==> config.mk <==
export PLATFORM = sky130hd
export DESIGN_NAME = bcd_xs3_serial_codec_flat
export DESIGN_NICKNAME = d
export VERILOG_FILES = /design/src/rtl/bcd_xs3_serial_codec_pkg.sv /design/src/rtl/bcd_xs3_serial_codec_if.sv /design/src/rtl/bcd_xs3_serial_codec_adder.sv /design/src/rtl/bcd_xs3_serial_codec.sv /design/src/flat_wrapper.sv
export SDC_FILE = /design/constraint.sdc
export NUM_CORES = 1
export LEC_CHECK = 0
export BUFFER_PORTS_ARGS = -buffer_cell sky130_fd_sc_hd__buf_2
export CORE_MARGIN = 1.5
export CORE_UTILIZATION = 45
export CTS_CLUSTER_DIAMETER = 200
export DETAILED_ROUTE_END_ITERATION = 8
export GPL_TIMING_DRIVEN = 0
export PLACE_DENSITY_LB_ADDON = 0.2
export SETUP_SLACK_MARGIN = 0.5
export SLEW_MARGIN = 40
export SYNTH_ARGS = -nofsm -noshare
export SYNTH_HDL_FRONTEND = slang
export SYNTH_SLANG_ARGS = --single-unit
==> constraint.sdc <==
create_clock -name clk -period 1.6 [get_ports clk]
set_clock_uncertainty 0.2 [all_clocks]
set_input_delay 0.08 -clock clk [delete_from_list [all_inputs] [get_ports clk]]
set_output_delay 0.08 -clock clk [all_outputs]
set_load 0.01 [all_outputs]
==> src/rtl/bcd_xs3_serial_codec_pkg.sv <==
// rtl/bcd_xs3_serial_codec_pkg.sv - shared constants, state type and code checks for the BCD/XS-3 codec
// Ports: none (package bcd_xs3_pkg).
package bcd_xs3_pkg;

  localparam logic MODE_BCD2XS3 = 1'b0;
  localparam logic MODE_XS32BCD = 1'b1;

  localparam logic [3:0] K_BCD2XS3 = 4'b0011;  // +3
  localparam logic [3:0] K_XS32BCD = 4'b1101;  // -3 mod 16

  typedef enum logic {
    IDLE = 1'b0,
    RUN  = 1'b1
  } state_t;

  function automatic logic [3:0] addend(input logic mode);
    return (mode == MODE_XS32BCD) ? K_XS32BCD : K_BCD2XS3;
  endfunction

  // BCD inputs must be 0..9; Excess-3 inputs must be 3..12.
  function automatic logic is_invalid(input logic mode, input logic [3:0] value);
    if (mode == MODE_XS32BCD)
      return (value < 4'd3) || (value > 4'd12);
    else
      return value > 4'd9;
  endfunction

endpackage

==> src/rtl/bcd_xs3_serial_codec_if.sv <==
// rtl/bcd_xs3_serial_codec_if.sv - serial link bundle between front end and codec
// Signals: mode, sync, B_in, in_valid (towards codec); B_out, out_valid,
//          digit_done, digit_err, frame_done, frame_err (from codec).
// Modports: master = link driver / bench, slave = codec.
interface bcd_xs3_serial_codec_if;

  logic mode;
  logic sync;
  logic B_in;
  logic in_valid;
  logic B_out;
  logic out_valid;
  logic digit_done;
  logic digit_err;
  logic frame_done;
  logic frame_err;

  modport master (
    output mode, sync, B_in, in_valid,
    input  B_out, out_valid, digit_done, digit_err, frame_done, frame_err
  );

  modport slave (
    input  mode, sync, B_in, in_valid,
    output B_out, out_valid, digit_done, digit_err, frame_done, frame_err
  );

endinterface

==> src/rtl/bcd_xs3_serial_codec_adder.sv <==
// rtl/bcd_xs3_serial_codec_adder.sv - 1-bit serial adder of a constant with registered sum
// Ports: clk, reset_b (async active-low), en (valid beat), clr (first bit of a digit,
//        carry-in forced to 0), a (data bit), k_bit (constant bit),
//        sum (registered result bit, 0 when idle), sum_valid (registered en).
module serial_const_adder (
  input  logic clk,
  input  logic reset_b,
  input  logic en,
  input  logic clr,
  input  logic a,
  input  logic k_bit,
  output logic sum,
  output logic sum_valid
);

  logic carry;
  logic c_in;

  // Carry out of bit 3 is dropped: clearing at the next digit's bit 0 gives mod-16.
  assign c_in = clr ? 1'b0 : carry;

  always_ff @(posedge clk or negedge reset_b) begin
    if (!reset_b) begin
      carry     <= 1'b0;
      sum       <= 1'b0;
      sum_valid <= 1'b0;
    end else begin
      sum_valid <= en;
      if (en) begin
        sum   <= a ^ k_bit ^ c_in;
        carry <= (a & k_bit) | (a & c_in) | (k_bit & c_in);
      end else begin
        sum <= 1'b0;
      end
    end
  end

endmodule

==> src/rtl/bcd_xs3_serial_codec.sv <==
// rtl/bcd_xs3_serial_codec.sv - bit-serial multi-digit BCD <-> Excess-3 converter
// Ports: clk (rising edge), reset_b (async active-low), bus (slave modport):
//        mode/sync/B_in/in_valid in; B_out/out_valid, digit_done, digit_err,
//        frame_done (1-cycle pulses on bit-3 output beat), frame_err (sticky per frame) out.
module bcd_xs3_serial_codec
  import bcd_xs3_pkg::*;
#(
  parameter int NUM_DIGITS = 4
) (
  input  logic                   clk,
  input  logic                   reset_b,
  bcd_xs3_serial_codec_if.slave  bus
);

  localparam int DCNT_W = (NUM_DIGITS > 1) ? $clog2(NUM_DIGITS) : 1;
  localparam logic [DCNT_W-1:0] LAST_DIGIT = DCNT_W'(NUM_DIGITS - 1);

  state_t              state, state_n;
  logic [1:0]          bit_cnt, bit_cnt_n;
  logic [DCNT_W-1:0]   digit_cnt, digit_cnt_n;
  logic                mode_r, mode_r_n;
  logic [2:0]          sr, sr_n;

  logic                beat;
  logic [1:0]          bit_idx;
  logic                mode_eff;
  logic                last_bit;
  logic                last_digit;
  logic                bad_code;
  logic [3:0]          k_vec;
  logic [3:0]          digit_val;

  logic                digit_done_r;
  logic                digit_err_r;
  logic                frame_done_r;
  logic                frame_err_r;

  always_ff @(posedge clk or negedge reset_b) begin
    if (!reset_b) begin
      state     <= IDLE;
      bit_cnt   <= '0;
      digit_cnt <= '0;
      mode_r    <= 1'b0;
      sr        <= '0;
    end else begin
      state     <= state_n;
      bit_cnt   <= bit_cnt_n;
      digit_cnt <= digit_cnt_n;
      mode_r    <= mode_r_n;
      sr        <= sr_n;
    end
  end

  always_comb begin
    // A sync beat is bit 0 of digit 0 in both states, so it overrides the
    // counters and the latched mode for this very beat.
    beat       = bus.in_valid && (bus.sync || state == RUN);
    bit_idx    = bus.sync ? 2'd0 : bit_cnt;
    mode_eff   = bus.sync ? bus.mode : mode_r;
    last_bit   = beat && (bit_idx == 2'd3);
    last_digit = (digit_cnt == LAST_DIGIT);
    k_vec      = addend(mode_eff);
    digit_val  = {bus.B_in, sr};
    bad_code   = is_invalid(mode_eff, digit_val);

    state_n     = state;
    bit_cnt_n   = bit_cnt;
    digit_cnt_n = digit_cnt;
    mode_r_n    = mode_r;
    sr_n        = sr;

    if (beat) begin
      mode_r_n = mode_eff;
      sr_n     = {bus.B_in, sr[2:1]};
      if (bit_idx == 2'd3) begin
        bit_cnt_n = 2'd0;
        if (last_digit) begin
          state_n     = IDLE;
          digit_cnt_n = '0;
        end else begin
          state_n     = RUN;
          digit_cnt_n = digit_cnt + 1'b1;
        end
      end else begin
        state_n     = RUN;
        bit_cnt_n   = bit_idx + 2'd1;
        digit_cnt_n = bus.sync ? '0 : digit_cnt;
      end
    end
  end

  serial_const_adder u_adder (
    .clk       (clk),
    .reset_b   (reset_b),
    .en        (beat),
    .clr       (bit_idx == 2'd0),
    .a         (bus.B_in),
    .k_bit     (k_vec[bit_idx]),
    .sum       (bus.B_out),
    .sum_valid (bus.out_valid)
  );

  // Flags are registered alongside the adder so they line up with the bit-3 output beat.
  always_ff @(posedge clk or negedge reset_b) begin
    if (!reset_b) begin
      digit_done_r <= 1'b0;
      digit_err_r  <= 1'b0;
      frame_done_r <= 1'b0;
      frame_err_r  <= 1'b0;
    end else begin
      digit_done_r <= last_bit;
      digit_err_r  <= last_bit && bad_code;
      frame_done_r <= last_bit && last_digit;
      if (beat && bus.sync)
        frame_err_r <= 1'b0;
      else if (last_bit && bad_code)
        frame_err_r <= 1'b1;
    end
  end

  assign bus.digit_done = digit_done_r;
  assign bus.digit_err  = digit_err_r;
  assign bus.frame_done = frame_done_r;
  assign bus.frame_err  = frame_err_r;

endmodule

==> src/flat_wrapper.sv <==
// flat-port wrapper written by rule: the top's interface ports become plain ports
module bcd_xs3_serial_codec_flat import bcd_xs3_pkg::*;
#(
  parameter int NUM_DIGITS = 4
)
  (clk, reset_b, bus_mode, bus_sync, bus_B_in, bus_in_valid, bus_B_out, bus_out_valid, bus_digit_done, bus_digit_err, bus_frame_done, bus_frame_err);
  bcd_xs3_serial_codec_if bus_i ();
  input  logic clk;
  input  logic reset_b;
  input wire logic [$bits(bus_i.mode)-1:0] bus_mode;
  input wire logic [$bits(bus_i.sync)-1:0] bus_sync;
  input wire logic [$bits(bus_i.B_in)-1:0] bus_B_in;
  input wire logic [$bits(bus_i.in_valid)-1:0] bus_in_valid;
  output wire logic [$bits(bus_i.B_out)-1:0] bus_B_out;
  output wire logic [$bits(bus_i.out_valid)-1:0] bus_out_valid;
  output wire logic [$bits(bus_i.digit_done)-1:0] bus_digit_done;
  output wire logic [$bits(bus_i.digit_err)-1:0] bus_digit_err;
  output wire logic [$bits(bus_i.frame_done)-1:0] bus_frame_done;
  output wire logic [$bits(bus_i.frame_err)-1:0] bus_frame_err;
  assign bus_i.mode = bus_mode;
  assign bus_i.sync = bus_sync;
  assign bus_i.B_in = bus_B_in;
  assign bus_i.in_valid = bus_in_valid;
  assign bus_B_out = bus_i.B_out;
  assign bus_out_valid = bus_i.out_valid;
  assign bus_digit_done = bus_i.digit_done;
  assign bus_digit_err = bus_i.digit_err;
  assign bus_frame_done = bus_i.frame_done;
  assign bus_frame_err = bus_i.frame_err;
  bcd_xs3_serial_codec #(.NUM_DIGITS(NUM_DIGITS)) u_core (.clk(clk), .reset_b(reset_b), .bus(bus_i));
endmodule
=== After elaboration in Yosys (flattened, before gate mapping) ===
Index checks and enable logic that the tools add are counted.

* Register bits after elaboration: 16
* Input bits: 6
* Output and inout bits: 6
* Logic and storage cells: 54

* Add/sub/neg operators: 2
* $lt $le $gt $ge: 4
* Equal/unequal tests: 2
* Multiplexer cells: 16
* Bitwise logic cells: 7
* Reductions and logical operators: 11

{| class="wikitable"
|+ Operator list
! kind !! number
|-
| 2-bit two-way mux || 5
|-
| 1-bit two-way mux || 9
|-
| 4-bit greater-than comparator, second input constant || 2
|-
| 1-bit logical AND || 5
|-
| 2-bit by 1-bit adder with 2-bit output, second input constant || 2
|-
| 2-bit equality test, second input constant || 2
|-
| 4-bit by 2-bit less-than comparator with 1-bit output, second input constant || 1
|-
| 4-bit two-way mux || 1
|-
| 2-bit nonzero test || 2
|-
| 1-bit bitwise AND || 3
|-
| 2-bit by 3-bit less-than comparator with 1-bit output, second input constant || 1
|-
| 1-bit binary-select mux with 2-bit select || 1
|-
| 2-bit zero test || 1
|-
| 1-bit logical OR || 2
|-
| 1-bit OR || 2
|-
| 2-bit AND reduction || 1
|-
| 1-bit XOR || 2
|}

=== Logic depth before layout (Yosys ltp) ===
Gate-level depths: netlist of the first run.

* Depth in word-level cells: 7
* Mapped depth: 7
* Mapped depth without buffers: 7

=== Cells and area by module ===
Synthesis of the first run repeated with hierarchy kept, for this count alone.

* Cells, all modules: 61
* Area, all modules: 767.0 um^2

{| class="wikitable"
|+ Modules (own cells, without submodules)
! module !! times used !! cells an instance !! area an instance (um^2) !! sequential area each (um^2)
|-
| bcd_xs3_serial_codec || 1 || 54 || 643.1 || 325.3
|-
| serial_const_adder || 1 || 7 || 123.9 || 75.1
|}

=== Worst setup path after synthesis of the first run ===
No wires, ideal clock.

* Path kind: register to register
* From: register u_core.bit_cnt[0]
* To: register u_core.u_adder.sum
* Library setup time: 0.130 ns
* Data arrival time: 1.344 ns
* Required time: 1.270 ns
* Slack: -0.074 ns
* Cell stages (with the launch flop): 7
* Buffers on the path: 0
* Clock period less this slack: 1.674 ns
* Cells stage by stage: dfrtp_1 > and2b_1 > inv_1 > ha_1 > nand2b_1 > fa_1 > nor2_1

* Word-level cells in the longest chain between the ends: 6
* Elaborated cells on any way between the ends: 8
* Those cells by class: mux: 5; bitwise: 2; reduce/logical: 1

{| class="wikitable"
|+ RTL lines
! element !! RTL line !! text
|-
| from (decl) || bcd_xs3_serial_codec.sv:19 || <nowiki>logic [1:0] bit_cnt, bit_cnt_n;</nowiki>
|-
| from (signal assigned) || bcd_xs3_serial_codec.sv:47 || <nowiki>bit_cnt <= bit_cnt_n;</nowiki>
|-
| 2-bit two-way mux (*) || bcd_xs3_serial_codec.sv:58 || <nowiki>bit_idx = bus.sync ? 2'd0 : bit_cnt;</nowiki>
|-
| 1-bit binary-select mux with 2-bit select || bcd_xs3_serial_codec.sv:98 || <nowiki>.k_bit (k_vec[bit_idx]),</nowiki>
|-
| 1-bit two-way mux (implied by the code) || bcd_xs3_serial_codec.sv:98 ||
|-
| 1-bit XOR || bcd_xs3_serial_codec_adder.sv:30 || <nowiki>sum <= a ^ k_bit ^ c_in;</nowiki>
|-
| 1-bit XOR (*) || bcd_xs3_serial_codec_adder.sv:30 ||
|-
| 1-bit two-way mux (*) || bcd_xs3_serial_codec_adder.sv:29 || <nowiki>if (en) begin</nowiki>
|-
| to (signal assigned) || bcd_xs3_serial_codec_adder.sv:30 ||
|-
| to (decl) || bcd_xs3_serial_codec_adder.sv:12 || <nowiki>output logic sum,</nowiki>
|}

Mark *: on every way between the ends. The rest lies on a longest branch, timed or not. The select of a mux whose other input is x is not followed.
A chain may end at the register's enable or synchronous reset.

=== Worst setup path after layout of the first run ===
Same ends and word-level chain as after synthesis.

==> results of run 1 <==
[worst reg2reg max path, delay by kind of cell (launching register included)]
kind	cells	cell delay, ps
adder cells (fa/ha/maj)	2	630
flip-flops	1	380
AND/OR/NAND/NOR	3	330
buffers and inverters	1	50
[state kept, by name, summed over array words and instances, names as in the netlist]
name / count
u_core.sr: 3
u_core.u_adder.sum_valid: 1
u_core.bus.digit_err: 1
u_core.bit_cnt: 2
u_core.u_adder.sum: 1
u_core.bus.digit_done: 1
u_core.digit_cnt: 2
u_core.bus.frame_done: 1
u_core.state: 1
u_core.bus.frame_err: 1
u_core.u_adder.carry: 1
u_core.mode_r: 1
[through the flow]
step | cell area (µm²) | TNS, ps
floorplan | 714 | -51.8
global placement | 790 | -147
detailed placement | 790 | -196
CTS | 921 | -78.5
global route | 948 | -313
finish | 948 | -109
[final cells by class]
| class | count | area (µm²) | area share [%] |
|---|---|---|---|
| Sequential cell | 16 | 400 | 42.2 |
| Multi-Input combinational cell | 45 | 338 | 35.6 |
| Timing Repair Buffer | 19 | 134 | 14.1 |
| Clock buffer | 3 | 22.5 | 2.37 |
| Tap cell | 16 | 20.0 | 2.11 |
| Inverter | 5 | 18.8 | 1.98 |
| Buffer | 1 | 15.0 | 1.58 |
[final timing paths]
kind	start	endpoint	cells after the start
worst min register to register	u_core.bus.frame_err	u_core.bus.frame_err	1
worst min-delay path	bus_B_in	u_core.bus.digit_err	3
worst max-delay path	u_core.bit_cnt[0]	u_core.u_adder.sum	6
max in group asynchronous	reset_b	u_core.bus.digit_done	2
min in group asynchronous	reset_b	u_core.u_adder.sum	2
worst max register to register	u_core.bit_cnt[0]	u_core.u_adder.sum	6
[cell families (layout without fill, tap and decap cells)]
logic type | after synthesis | count (layout) | synth area share [%]
flops | 16 | 16 | 57.5
compound gates | 11 | 11 | 11.0
fa+ha+maj | 4 | 4 | 8.26
mux | 2 | 2 | 3.05
simple gates | 28 | 28 | 17.1
buf+inv | 6 | 28 | 3.23
[timing repair]
item	CTS	global route
hold endpoints to repair	23	5
setup endpoints to repair	15	17
gates resized for setup	17	6
hold buffers	2	2
pin swaps	9	3
gates cloned	1	0
buffers inserted	4	0
[where the power goes]
| part | switching, mW | internal (mW) | leakage [nW] |
|---|---|---|---|
| sequential | 0.0293 | 0.438 | 0.203 |
| combinational | 0.0808 | 0.0842 | 0.271 |
| clock | 0.116 | 0.0870 | 0.0138 |
[per-layer routing]
layer	routed length, µm	GRT usage (%)	up-vias
li1	-	-	270
met1	626	24.4	261
met2	622	28.3	12
met3	54	4.31	2
met4	12	7.50	0
met5	0	0	-
[layout by cell type, fill, tap and decap left out, types with 3 or more instances in the layout]
| cell | instances |
|---|---|
| nor2_1 | 3 |
| buf_4 | 3 |
| dfrtp_1 | 16 |
| inv_1 | 3 |
| o21ai_1 | 4 |
| nand2_1 | 13 |
| nand2_2 | 4 |
| clkbuf_4 | 3 |
| dlygate4sd3_1 | 3 |
| buf_2 | 11 |
==> impl_metrics.tcl, run 1 <==
set metrics [dict create \
    grt_max_degree 17 \
    cts.sinks 16 \
    die_h_um 42.4 \
    rsz0062_at_grt "true" \
    ys_seq_area_share_pct 57.5 \
    io_pins 12 \
    ys_top_cells_by_area "dfrtp_1 57%, nand2_1 9.7%, ha_1 5.4%, o21ai_0 3.6%, fa_1 2.9%" \
    grt_pass1_wl_um 2430 \
    synth_cells 67 \
    nNetsFinal 101 \
    syn_avg_cell_area_um2 10.4 \
    setup_viol 2 \
    slew_violations 0 \
    violations "negative hold slack, negative setup slack" \
    dp.final_hpwl_um 849 \
    overflow 0 \
    cts_tree "done" \
    synth_area_um2 697 \
    cp_max_fo 3 \
    reg2reg_slack_ps -90 \
    drtIter0Drc 18 \
    grt.total_usage_pct 18.2 \
    cts_buffers 3 \
    holdWs_ps -102 \
    cpMaxStageDelayCell "fa_1" \
    path_clk_slew_ps 90 \
    final.fill_count 129 \
    h-tree-depth 1 \
    worstSkewPairLatency_ps 270 \
    antenna_found_initial 0 \
    relSlewSlack_pct 76.2 \
    place_worst_setup_slack_ps -127 \
    synthFlopType "dfrtp_1" \
    synth_largest_area_cell "dfrtp_1" \
    start_util_pct 47.4 \
    cp-end-kind "register" \
    critical_path_class "register to register" \
    cts_buffer_depth 2 \
    max_cap_viol_count 0 \
    ys_ff_latch 16 \
    viasPerCell 5.19 \
    status "finished, violations left" \
    fin_cells 105 \
    vdd_ir_drop_max_mv 0.481 \
    start_kind "register" \
    crit_arrival_ps 1670 \
    setup_slack_ps -94.8 \
    hold_class "input port to register" \
    cp_top_family "adder cells" \
    drive_above_1_share_pct 40.4 \
    synth_edf_count 0 \
    cp_num_buf_inv 1 \
    power.leakage_nw 0.488 \
    wl_um 1320 \
    synth_cell_types 19 \
    yosysMostFrequentCell "nand2_1" \
    fmax_ghz 0.590 \
    antennaDiodeCount 0 \
    async_flop_share_pct 100 \
    first_global_vias 566 \
    timing.critical_path.cells "and2b_1 -> inv_1 -> ha_2 -> nand2b_4 -> fa_1 -> nor2_1" \
    core_um2 1470 \
    drc 0 \
    drtPass1Iterations 4 \
    fp.dieW_um 42.4 \
    power_density_nw_per_um2 880 \
    synth_top_area_share_pct 57.5 \
    io_buffer_count 11 \
    synth_fp_nets 77 \
    dp.cells 94 \
    yosysWarnings 0 \
    syn2layout_area_growth_pct 36.1 \
    rows 14 \
    place_congestion 0.703 \
    power_uw 835 \
    required_ps 1580 \
    fin_util_pct 64.5 \
    dieArea_um2 1790 \
    antenna_left 0 \
    worst_pin_slew_ps 356 \
    finalCritPeriodShare_pct 106 \
    period_needed_ps 1690 \
    wl_per_cell_um 12.5 \
    num_vias 545 \
    cpPeakStageDelay_ps 470 \
    clock-root-buffer "clkbuf_4" \
    synth_common_cells "18 x nand2_1, 16 x dfrtp_1, 5 x inv_1, 5 x o21ai_0, 4 x nor2_1" \
    hold_viol_final 2 \
]
No activity file was read; power rests on OpenSTA's default activity.
==> inputs of run 2 (changes only) <==
- CORE_MARGIN: 1.5 -> 2
- TNS_END_PERCENT: unset -> 30
==> run 2 against run 1 <==
Utilization increased by 0.26 points. Combinational power shrank 4%. The run still ends with negative hold slack, negative setup slack left. Register-to-register slack better by 20 ps. Maximum frequency increased by 1.1%. First-iteration DRC count decreased by 89%. Flip-flop and latch count did not move. Via count grew 1.8%. Non-clock buffer count is 1 lower.
==> impl_metrics.tcl, run 2 (synthesis gave the netlist of run 1 again) <==
set metrics [dict create \
    status "finished, violations left" \
    violations "negative hold slack, negative setup slack" \
    reg2reg_slack_ps -80 \
    grt_max_degree 17 \
    cts.sinks 16 \
    fmax_ghz 0.597 \
    drtPass1Iterations 3 \
    dp.final_hpwl_um 883 \
    worstRegToRegCells 4 \
    rows 14 \
    rr_startpoint "u_core.bit_cnt[1]" \
    grt_pass1_wl_um 2400 \
    fin_util_pct 64.7 \
    cts_buffers 3 \
    worstHoldStart "bus_B_in" \
    antenna_left 0 \
    crit_arrival_ps 1690 \
    die_h_um 43.4 \
    clock-root-buffer "clkbuf_4" \
    cp_max_fo 3 \
    setup_viol 2 \
    nNetsFinal 100 \
    multiInputGateArea_um2 353 \
    grt.total_usage_pct 17.7 \
    vdd_ir_drop_max_mv 0.516 \
    rsz0062_at_grt "true" \
    worstSkewPairLatency_ps 280 \
    final_area_um2 952 \
    num_vias 555 \
    power_density_nw_per_um2 871 \
    regMostFlops "u_core.sr" \
    cts_tree "done" \
    slew_violations 0 \
    hold_viol_final 2 \
    critical_path_class "register to register" \
    place_congestion 0.737 \
    start_util_pct 47.4 \
    place_worst_setup_slack_ps -144 \
    worst_pin_slew_ps 358 \
    hold_class "input port to register" \
    max_cap_viol_count 0 \
    h-tree-depth 1 \
    period_needed_ps 1680 \
    io_pins 12 \
    largest_reg_flops 3 \
    power.leakage_nw 0.485 \
    drtIter0Drc 2 \
    fp.dieW_um 43.4 \
    antennaDiodeCount 0 \
    dieArea_um2 1880 \
    hold_path_end "u_core.bus.digit_err" \
    rr_endpoint "u_core.u_adder.sum" \
    relSlewSlack_pct 76.1 \
    holdWs_ps -101 \
    min_path_cells 3 \
    final_cell_mix "16 x dfrtp_1, 14 x nand2_1, 10 x buf_2" \
    cp-end-kind "register" \
    drc 0 \
    reg_top3 "u_core.sr: 3 flops, u_core.bit_cnt: 2 flops, u_core.digit_cnt: 2 flops" \
    final.fill_count 122 \
    io_buffer_count 11 \
    register_area_um2 400 \
    wl_per_cell_um 13.9 \
    first_global_vias 580 \
    core_um2 1470 \
    cts_buffer_depth 2 \
    layout_commonest_cell "dfrtp_1" \
    dp.cells 94 \
    dpl_cell_area_um2 779 \
    path_clk_slew_ps 80 \
    start_kind "register" \
    drive_above_1_share_pct 40.9 \
    finalCritPeriodShare_pct 105 \
    viasPerCell 5.34 \
    required_ps 1620 \
    wl_um 1440 \
    overflow 0 \
    fin_cells 104 \
    syn2layout_area_growth_pct 36.6 \
    antenna_found_initial 0 \
    setup_slack_ps -76.1 \
]
[run 2: how the worst max path moves through the flow]
stage,start,endpoint,depth (start not counted)
final,u_core.bit_cnt[1],u_core.u_adder.sum,4
after global routing,u_core.mode_r,u_core.u_adder.sum,5
after CTS,u_core.bit_cnt[0],u_core.u_adder.carry,6
after detailed placement,u_core.bit_cnt[0],u_core.u_adder.sum,6
after global placement,u_core.bit_cnt[0],u_core.u_adder.sum,6
after floorplan,u_core.bit_cnt[0],u_core.u_adder.sum,6
[run 2: cell type report]
cell class / instances / area share [%]
inverter: 5 / 2.23
tap: 16 / 2.10
buffer: 1 / 1.18
clock buffer: 3 / 2.37
multi-input combinational: 45 / 37.1
sequential: 16 / 42.0
timing repair buffer: 18 / 13.0
[run 2: metal layers]
layer  vias to the layer above  track usage [%]  wire length (µm)  part of all wire [%]
li1                        265                -                 -                     -
met1                       276             19.0               584                    40
met2                        12             29.9               769                    53
met3                         2             7.50                78                   5.4
met4                         0             8.48                10                  0.69
met5                         -                0                 0                     0
[run 2: metrics by stage]
step,setup TNS [ps],hold WS (ps),power (mW)
after detailed placement,-270,-194,0.589
final,-88.2,-101,0.830
after CTS,-157,-101,0.811
after floorplan,-65.0,-416,0.546
after global placement,-185,-191,0.584
after global routing,-265,-82.1,0.883
[run 2: repair_timing]
action	in CTS	in global routing
resized for setup	4	24
buffers inserted	2	1
endpoints found under the setup margin	16	18
endpoints found under the hold margin	22	3
hold buffers	3	1
pin swaps	1	7
[run 2: where the power goes]
group          total [mW]  leakage [nW]  internal [mW]  switching, mW
registers           0.470         0.203          0.438         0.0322
logic               0.158         0.268         0.0788         0.0793
clock network       0.201        0.0138         0.0872          0.114
total               0.830         0.485          0.604          0.226
[run 2: worst max-delay path, stage by stage, from the launching register on]
cell and delay, ps:
dfrtp_1 400, mux2_2 350, nor2_1 130, fa_1 430
nor2_1 110
